**config.mk**
```make
export PLATFORM = sky130hd
export DESIGN_NAME = seven_seg_scanner
export DESIGN_NICKNAME = d
export VERILOG_FILES = /design/src/rtl/seven_seg_scanner.sv
export SDC_FILE = /design/constraint.sdc
export NUM_CORES = 1
export LEC_CHECK = 0
export ABC_AREA = 1
export ABC_CLOCK_PERIOD_IN_PS = 1600
export CORE_ASPECT_RATIO = 1.75
export CORE_MARGIN = 3
export CORE_UTILIZATION = 54
export CTS_BUF_LIST = sky130_fd_sc_hd__clkbuf_4 sky130_fd_sc_hd__clkbuf_8
export DETAILED_ROUTE_END_ITERATION = 12
export GPL_ROUTABILITY_DRIVEN = 0
export MAX_ROUTING_LAYER = met4
export PLACE_DENSITY = 0.78
export SLEW_MARGIN = 15
export SYNTH_ARGS = -nofsm -noshare
export SYNTH_HDL_FRONTEND = slang
export SYNTH_SLANG_ARGS = --single-unit
```
**constraint.sdc**
```tcl
create_clock -name clk -period 1.6 [get_ports clk]
set_clock_uncertainty 0.1 [all_clocks]
set_input_delay 0.24 -clock clk [delete_from_list [all_inputs] [get_ports clk]]
set_output_delay 0.24 -clock clk [all_outputs]
set_load 0.01 [all_outputs]
```
**src/rtl/seven_seg_scanner.sv**
```systemverilog
// seven_seg_scanner: time-multiplexes four hex digits onto a common-anode
// 4-digit display (active-low seg/dig). Each digit slot starts with a short
// all-off guard to prevent ghosting, then drives the digit for the rest of the
// slot. Inputs are double-buffered (pending -> active at frame wrap) so a frame
// never mixes old and new values.
// Optional feature macro: LEADING_ZERO_BLANK_EN (auto-blank leading zeros of
// digits 0..2 when the active buffer is latched).
module seven_seg_scanner #(
  parameter logic [31:0] SCAN_DIV     = 32'd12500,
  parameter logic [31:0] BLANK_CYCLES = 32'd16
) (
  input  logic        clk,
  input  logic        rst,
  input  logic [15:0] digits,
  input  logic [3:0]  dp_mask,
  input  logic [3:0]  blank_mask,
  input  logic        load,
  output logic [7:0]  seg,
  output logic [3:0]  dig,
  output logic        frame_done
);

  typedef enum logic {PH_BLANK, PH_ON} phase_t;

  logic [31:0] r_cnt;
  logic [1:0]  r_slot;
  logic [15:0] r_pend_digits;
  logic [3:0]  r_pend_dp;
  logic [3:0]  r_pend_blank;
  logic [15:0] r_act_digits;
  logic [3:0]  r_act_dp;
  logic [3:0]  r_act_blank;
  logic [7:0]  r_seg;
  logic [3:0]  r_dig;
  logic        r_frame_done;

  phase_t      w_phase;
  logic        w_last_cnt;
  logic        w_wrap;
  logic [15:0] w_src_digits;
  logic [3:0]  w_src_dp;
  logic [3:0]  w_src_blank;
  logic [3:0]  w_auto_blank;
  logic [3:0]  w_cur_val;
  logic        w_cur_dp;
  logic        w_cur_blank;
  logic [7:0]  w_seg_nxt;
  logic [3:0]  w_dig_nxt;

  // Hex to segments g..a, active-low, decimal point not included.
  function automatic logic [6:0] decode(input logic [3:0] v);
    case (v)
      4'h0: decode = 7'h40;
      4'h1: decode = 7'h79;
      4'h2: decode = 7'h24;
      4'h3: decode = 7'h30;
      4'h4: decode = 7'h19;
      4'h5: decode = 7'h12;
      4'h6: decode = 7'h02;
      4'h7: decode = 7'h58;
      4'h8: decode = 7'h00;
      4'h9: decode = 7'h10;
      4'hA: decode = 7'h08;
      4'hB: decode = 7'h03;
      4'hC: decode = 7'h46;
      4'hD: decode = 7'h21;
      4'hE: decode = 7'h06;
      default: decode = 7'h0E;
    endcase
  endfunction

  assign w_phase    = (r_cnt < BLANK_CYCLES) ? PH_BLANK : PH_ON;
  assign w_last_cnt = (r_cnt == SCAN_DIV - 32'd1);
  assign w_wrap     = w_last_cnt && (r_slot == 2'd3);

  // A load on the wrap cycle bypasses pending so it shows in the very next frame.
  assign w_src_digits = load ? digits     : r_pend_digits;
  assign w_src_dp     = load ? dp_mask    : r_pend_dp;
  assign w_src_blank  = load ? blank_mask : r_pend_blank;

`ifdef LEADING_ZERO_BLANK_EN
  // Suppression runs left to right and stops at the first nonzero digit or
  // the first digit with its decimal point lit; digit3 always shows.
  logic w_z0, w_z1, w_z2;
  assign w_z0 = (w_src_digits[3:0]  == 4'h0) && !w_src_dp[0];
  assign w_z1 = w_z0 && (w_src_digits[7:4]  == 4'h0) && !w_src_dp[1];
  assign w_z2 = w_z1 && (w_src_digits[11:8] == 4'h0) && !w_src_dp[2];
  assign w_auto_blank = {1'b0, w_z2, w_z1, w_z0};
`else
  assign w_auto_blank = 4'b0000;
`endif

  assign w_cur_val   = r_act_digits[{r_slot, 2'b00} +: 4];
  assign w_cur_dp    = r_act_dp[r_slot];
  assign w_cur_blank = r_act_blank[r_slot];

  // Slot timebase: cnt runs 0..SCAN_DIV-1, slot advances on each rollover.
  always_ff @(posedge clk) begin
    if (rst) begin
      r_cnt  <= 32'd0;
      r_slot <= 2'd0;
    end else if (w_last_cnt) begin
      r_cnt  <= 32'd0;
      r_slot <= r_slot + 2'd1;
    end else begin
      r_cnt  <= r_cnt + 32'd1;
    end
  end

  // Pending buffer takes every load; active buffer only changes at frame wrap.
  always_ff @(posedge clk) begin
    if (rst) begin
      r_pend_digits <= 16'h0000;
      r_pend_dp     <= 4'b0000;
      r_pend_blank  <= 4'b0000;
      r_act_digits  <= 16'h0000;
      r_act_dp      <= 4'b0000;
      r_act_blank   <= 4'b0000;
    end else begin
      if (load) begin
        r_pend_digits <= digits;
        r_pend_dp     <= dp_mask;
        r_pend_blank  <= blank_mask;
      end
      if (w_wrap) begin
        r_act_digits <= w_src_digits;
        r_act_dp     <= w_src_dp;
        r_act_blank  <= w_src_blank | w_auto_blank;
      end
    end
  end

  // Next pin values from the current slot/phase and active buffer.
  always_comb begin
    w_dig_nxt = 4'b1111;
    w_seg_nxt = 8'hFF;
    if (w_phase == PH_ON && !w_cur_blank) begin
      w_dig_nxt = ~(4'b0001 << r_slot);
      w_seg_nxt = {~w_cur_dp, decode(w_cur_val)};
    end
  end

  // Register pins one cycle behind internal state; frame_done marks the wrap.
  always_ff @(posedge clk) begin
    if (rst) begin
      r_dig        <= 4'b1111;
      r_seg        <= 8'hFF;
      r_frame_done <= 1'b0;
    end else begin
      r_dig        <= w_dig_nxt;
      r_seg        <= w_seg_nxt;
      r_frame_done <= w_wrap;
    end
  end

  assign seg        = r_seg;
  assign dig        = r_dig;
  assign frame_done = r_frame_done;

endmodule

```
==> results of run 1 <==
-- layer usage --
layer	track usage	vias to the layer above	routed length, µm
met4	0.163	0	875
met5	-	-	0
li1	-	2295	-
met1	0.240	2211	4550
met2	0.479	203	7490
met3	0.0299	71	689
-- metrics by stage --
step	hold slack (ns)	util
2_1_floorplan	0.307	-
3_3_place_gp	0.360	0.706
3_5_place_dp	0.368	0.706
4_1_cts	0.393	0.754
5_1_grt	0.428	0.812
6_report	0.388	0.812
-- final timing paths --
check                                startpoint              end  slack [ns]
worst min register to register  r_act_digits[5]  r_act_digits[5]        0.39
worst min-delay path            r_act_digits[5]  r_act_digits[5]        0.39
worst max register to register        r_cnt[16]        r_cnt[18]        -0.1
worst max-delay path                  r_cnt[16]        r_cnt[18]        -0.1
-- worst max-delay path, cell delays in order, from the launching register on --
cell and delay (ns):
dfxtp_2 0.33, nor2_2 0.11, nand2_1 0.08, nor2_2 0.17, nand2_2 0.11, nor2_4 0.16, buf_12 0.17, clkinv_8 0.07
nand2_8 0.09, clkbuf_16 0.17, nor2_4 0.03
-- cells by family after synthesis --
logic type	count (synthesis)
buffers and inverters	72
adders and majority gates	11
AOI/OAI and AO/OA	43
and+or+nand+nor	389
muxes	24
DFF	95
xor gates and xnor gates	14
-- power by group --
| group | total [µW] | internal (µW) | switching, µW |
|---|---|---|---|
| Clock | 1790 | 999 | 792 |
| Sequential | 2420 | 2400 | 14.9 |
| Combinational | 351 | 197 | 154 |
-- synthesized netlist by cell type, types with 3 or more instances --
master / instances
buf_4: 6
a21oi_1: 30
xnor2_1: 6
nand3_1: 56
nand2_1: 177
nor2_2: 6
nand3b_1: 7
mux2i_1: 24
buf_2: 8
buf_1: 3
inv_1: 43
nor2_4: 3
xor2_1: 8
o21ai_0: 9
ha_1: 11
clkbuf_1: 8
nor2_1: 132
dfxtp_1: 95
o211ai_1: 3
-- final cells by class --
class / count / area share
Multi-Input combinational cell: 481 / 0.415
Timing Repair Buffer: 141 / 0.209
Tap cell: 90 / 0.0172
Inverter: 47 / 0.0313
Clock inverter: 3 / 0.00993
Clock buffer: 13 / 0.0254
Sequential cell: 95 / 0.292
-- state kept, by name, indices dropped and copies added (netlist names) --
name	cells
r_cnt	32
r_act_digits	16
r_pend_digits	16
seg	8
dig	4
r_act_blank	4
r_act_dp	4
r_pend_blank	4
r_pend_dp	4
r_slot	2
frame_done	1
-- timing repair --
item                                    CTS  global route
setup buffers                             2             5
hold buffers                              0             0
pin swaps                                14            19
endpoints found under the setup margin   63            67
cloned                                    1             5
resized for setup                        36            96
endpoints found under the hold margin     0             0
==> metrics, run 1 <==
DR vias 4780; Critical Path RT 1.76 ns; layout cells sized above 1 0.272; Starting Density 0.564; CTS clk-pin slew, worst paths 0.08 ns; Net count, final 813; Synth area leader dfxtp_1; deepest clock path buffer count 2; status finished with violations; Pleak 0.00274 µW; Final Total Pwr 4560 µW; Mapped Nets between 600 and 700; DP Worst Slack -0.318 ns; Synth Area in Compound Gates 0.0495; XOR/XNOR share of the synthesized area 0.0269; Power Density 696 mW/mm²; Period minus WS final 1.70 ns; Antenna Cells 0; die area just under 0.01 mm²; TritonCTS Sinks 95; WL/cell 15.6 µm; Synth Flop Type dfxtp_1; Final Hold Fails 0; Clock H-tree levels 3; crit end category flop; crit path DAT 1.85 ns; I/O pin cnt 40; Post-synth EDFFs 0; Pins Over Slew Limit 0; setup ws final -0.0985 ns; unrepaired setup endpoints after global routing yes; area share of the largest cell type after synthesis 0.418; Synth Area in Simple Gates 0.357; Async SR Flop Fraction 0; drt first-iter violations 381; syn_area_per_cell between 7 and 8 µm²; Post-DP Area 0.00570 mm²; root buffer cell clkbuf_8; Buffers on Ports 39; Max Freq 0.589 GHz; first-pass GRT wire length about 19000 µm; CTS tree yes; Remaining DRCs 0; Netlist cell types 28; Crit Path Max Fanout 6; worst min-delay path category flop to flop; Die W around 75 µm; final wirelength between 10000 and 15000 µm; Die H 127 µm; part of the cycle the worst path needs 1.06; # rows 43; register area share after synthesis 0.418; commonest non-fill, non-tap cell in the layout nand2_1; main combinational cell family by area after synthesis simple AND/OR/NAND/NOR gates; Post-Synth Adder-Cell Area 0.0302; area delta synth->final 43.8%; GRT Total Usage 0.261; synthesized flop and latch total between 90 and 100; TNS Setup -3.19 ns; mux share of post-synthesis cell area 0.0527; total CTS buffers 9; Hold Crit Depth 2; multi-input logic area 0.00272 mm²; largest net degree at the start of global routing 35; Reg area 0.00191 mm²; violated checks negative setup slack; Cells after Synth roughly 650; synthesized area 0.00455 mm²; Detailed Place HPWL 8490 µm; global route total overflow 0; actual slew at the worst max-slew pin 0.541 ns; placed cells 842; MaxCap Viol Count 0; Antenna Violating Nets Remaining 0; clk_lat worst skew 0.36 ns; first-pass detailed-route iteration total 5; Via density 5.49; Peak VDD IR approximately 650 µV; Final setup viols 50; WS Path Type flop to flop; number of synthesis warnings 0; Fillers roughly 470; vias in the first global route between 4000 and 5000; Critical Path Source Type flop; Design Area, Final 0.00655 mm²; final cell count without fillers just under 900; initial antenna violation count 0; Worst Reg-to-Reg Cells 10; Core ar. around 0.008 mm²; commonest non-fill, non-tap cells in the layout 162 x nand2_1, 107 x nor2_1, 90 x dfxtp_1, 85 x buf_4, 41 x nand3_1; largest cells by area after synthesis dfxtp_1 42%, nand2_1 15%, nor2_1 11%; max_slew headroom 0.639
No activity file was read; power rests on OpenSTA's default activity.
==> inputs of run 2 (changes only) <==
- CELL_PAD_IN_SITES_DETAIL_PLACEMENT: default -> 0
- CELL_PAD_IN_SITES_GLOBAL_PLACEMENT: default -> 2
- CORE_UTILIZATION: 54 -> 31
- CTS_CLUSTER_DIAMETER: default -> 80
- PLACE_DENSITY: 0.78 -> default
- PLACE_DENSITY_LB_ADDON: default -> 0.1
==> metrics, run 2 (synthesized netlist as in run 1, its figures left out) <==
status finished with violations; violated checks negative setup slack; CP Cell Sequence ha_4 -> nand2_2 -> inv_2 -> nand2_2 -> nor2_1 -> nand2_1 -> nor2_4 -> buf_6 -> clkbuf_16 -> nand3_1 -> nand2_1 -> nor2_1; placed cells 938 (+11%); Starting Density 0.317 (-0.247); Period minus WS final 1.68 ns (-0.0155 ns); max FFs per register 32 (unchanged); global route total overflow 0 (unchanged); reg2reg start r_cnt[1]; Die W 97.6 µm (+29%); Antenna Violating Nets Remaining 0 (unchanged); Remaining DRCs 0 (unchanged); die area 0.0162 mm² (+69%); WL/cell 13.8 µm (-12%); Crit Path Max Fanout 8 (+2); delay-heaviest family, CP simple AND/OR/NAND/NOR gates; Buffers on Ports 39 (unchanged); TritonCTS Sinks 95 (unchanged); Min-Delay Startpoint r_act_digits[3]; Pleak 0.00287 µW (+4.6%); Pins Over Slew Limit 0 (unchanged); part of the cycle the worst path needs 1.05 (-0.00966); first-pass detailed-route iteration total 4 (-1); area delta synth->final 49.7%; WS Path Type flop to flop; Critical Path Source Type flop; Max Freq 0.594 GHz (+0.92%); Final Hold Fails 0 (unchanged); actual slew at the worst max-slew pin 0.344 ns (-0.196 ns); MaxCap Viol Count 0 (unchanged); final wirelength 13400 µm (-1.3%); Antenna Cells 0 (unchanged); drt first-iter violations 113 (-70%); Detailed Place HPWL 9850 µm (+16%); Via density 4.50 (-18%); Core ar. 0.0144 mm² (+78%); largest net degree at the start of global routing 50 (+43%); crit path DAT 1.85 ns (about the same); initial antenna violation count 0 (unchanged); first-pass GRT wire length 20900 µm (+9.8%); layout cells sized above 1 0.297 (+0.0251); # rows 58 (+35%); DR vias 4392 (-8.1%); max_slew headroom 0.764 (+0.125); total CTS buffers 9 (unchanged); crit path buf inv count 3 (unchanged); Critical Path Source r_cnt[1]; CTS clk-pin slew, worst paths 0.10 ns (+0.02 ns); Worst path slowest cell dfxtp_2; instance count on the critical path 12 (+2); deepest clock path buffer count 2 (unchanged); I/O pin cnt 40 (unchanged); Worst Reg-to-Reg Cells 12 (+2); crit end category flop; Net count, final 829 (+2.0%); final cell count without fillers 975 (+12%); commonest non-fill, non-tap cell in the layout nand2_1; vias in the first global route 4242 (-6.5%); Power Density 648 mW/mm² (-6.8%); GRT Total Usage 0.165 (-0.0953); unrepaired setup endpoints after global routing yes; Peak VDD IR 321 µV (-50%); Top reg by flops r_cnt; worst min-delay path category flop to flop; setup slack, reg-to-reg -0.08 ns (+0.02 ns); reg2reg end r_act_dp[1]; root buffer cell clkbuf_8; critical path endpoint r_act_dp[1]; DP Worst Slack -0.213 ns (+0.105 ns); Crit path largest cell delay 0.37 ns (+0.04 ns); commonest non-fill, non-tap cells in the layout 152 x nand2_1, 116 x nor2_1, 92 x buf_4, 89 x dfxtp_1, 36 x nand3_1; final core utilization 0.474 (-0.337); Regs by FF count r_cnt (32), r_act_digits (16), r_pend_digits (16); CTS tree yes; Die H 166 µm (+30%); Critical Path RT 1.77 ns (about the same); Clock H-tree levels 3 (unchanged); setup ws final -0.0831 ns (+0.0155 ns); clk_lat worst skew 0.37 ns (about the same); Final setup viols 58 (+16%)
==> run 2: cell types whose count changed in the layout (fill, tap and decap cells not counted), sizes merged <==
cell and delta:
dlygate4sd2 +2, bufinv -1, buf +15, clkbuf -2
clkinv -2, inv +5, dlymetal6s2s -1, clkdlybuf4s50 -1
==> run 2: where the power goes <==
part	leakage (µW)	internal (µW)	switching [µW]
combinational	0.00199	202	145
sequential	0.000774	2400	16.0
clock	0.0000998	775	881
==> run 2: routing by layer <==
layer  wire (µm)  vias up  GRT usage
li1            -     2322          -
met5           0        -          -
met3         334       28     0.0210
met1        4830     1979      0.158
met4         612        0     0.0850
met2        7670       63      0.316
==> run 2: final cells by class <==
class                           instances  area (µm²)
Sequential cell                        95        1910
Inverter                               47         191
Clock buffer                           10         138
Clock inverter                          5        63.8
Multi-Input combinational cell        481        2740
Fill cell                            1485        7550
Tap cell                              180         225
Timing Repair Buffer                  157        1540
==> run 2: worst min path at each step <==
stage / end / cells after the start
finish: r_act_digits[3] / 2
global route: r_act_dp[3] / 2
CTS: r_act_digits[3] / 2
detailed placement: r_act_digits[3] / 2
global placement: r_act_blank[2] / 2
floorplan: r_pend_blank[0] / 2
==> run 2: tightest hold or removal path, delay by kind of cell (launching register included) <==
family / cells / cell delay [ns]
flip-flops: 1 / 0.34
AND/OR/NAND/NOR: 1 / 0.07
AO/OA/AOI/OAI: 1 / 0.04
==> run 2: timing repair <==
item,in CTS,in global routing
hold buffers,0,0
endpoints found under the hold margin,0,0
cloned,2,7
endpoints found under the setup margin,69,72
resized for setup,42,109
pin swaps,6,25
setup buffers,3,10
==> run 2: through the flow <==
step / total power, µW / setup TNS, ns / cell area [µm²] / hold WS [ns]
2_1_floorplan: 2600 / 0 / 4560 / 0.307
3_3_place_gp: 2770 / -7.90 / 5840 / 0.366
3_5_place_dp: 2780 / -8.38 / 5840 / 0.370
4_1_cts: 4470 / -2.30 / 6240 / 0.394
5_1_grt: 4620 / -9.57 / 6820 / 0.426
6_report: 4420 / -2.75 / 6820 / 0.380
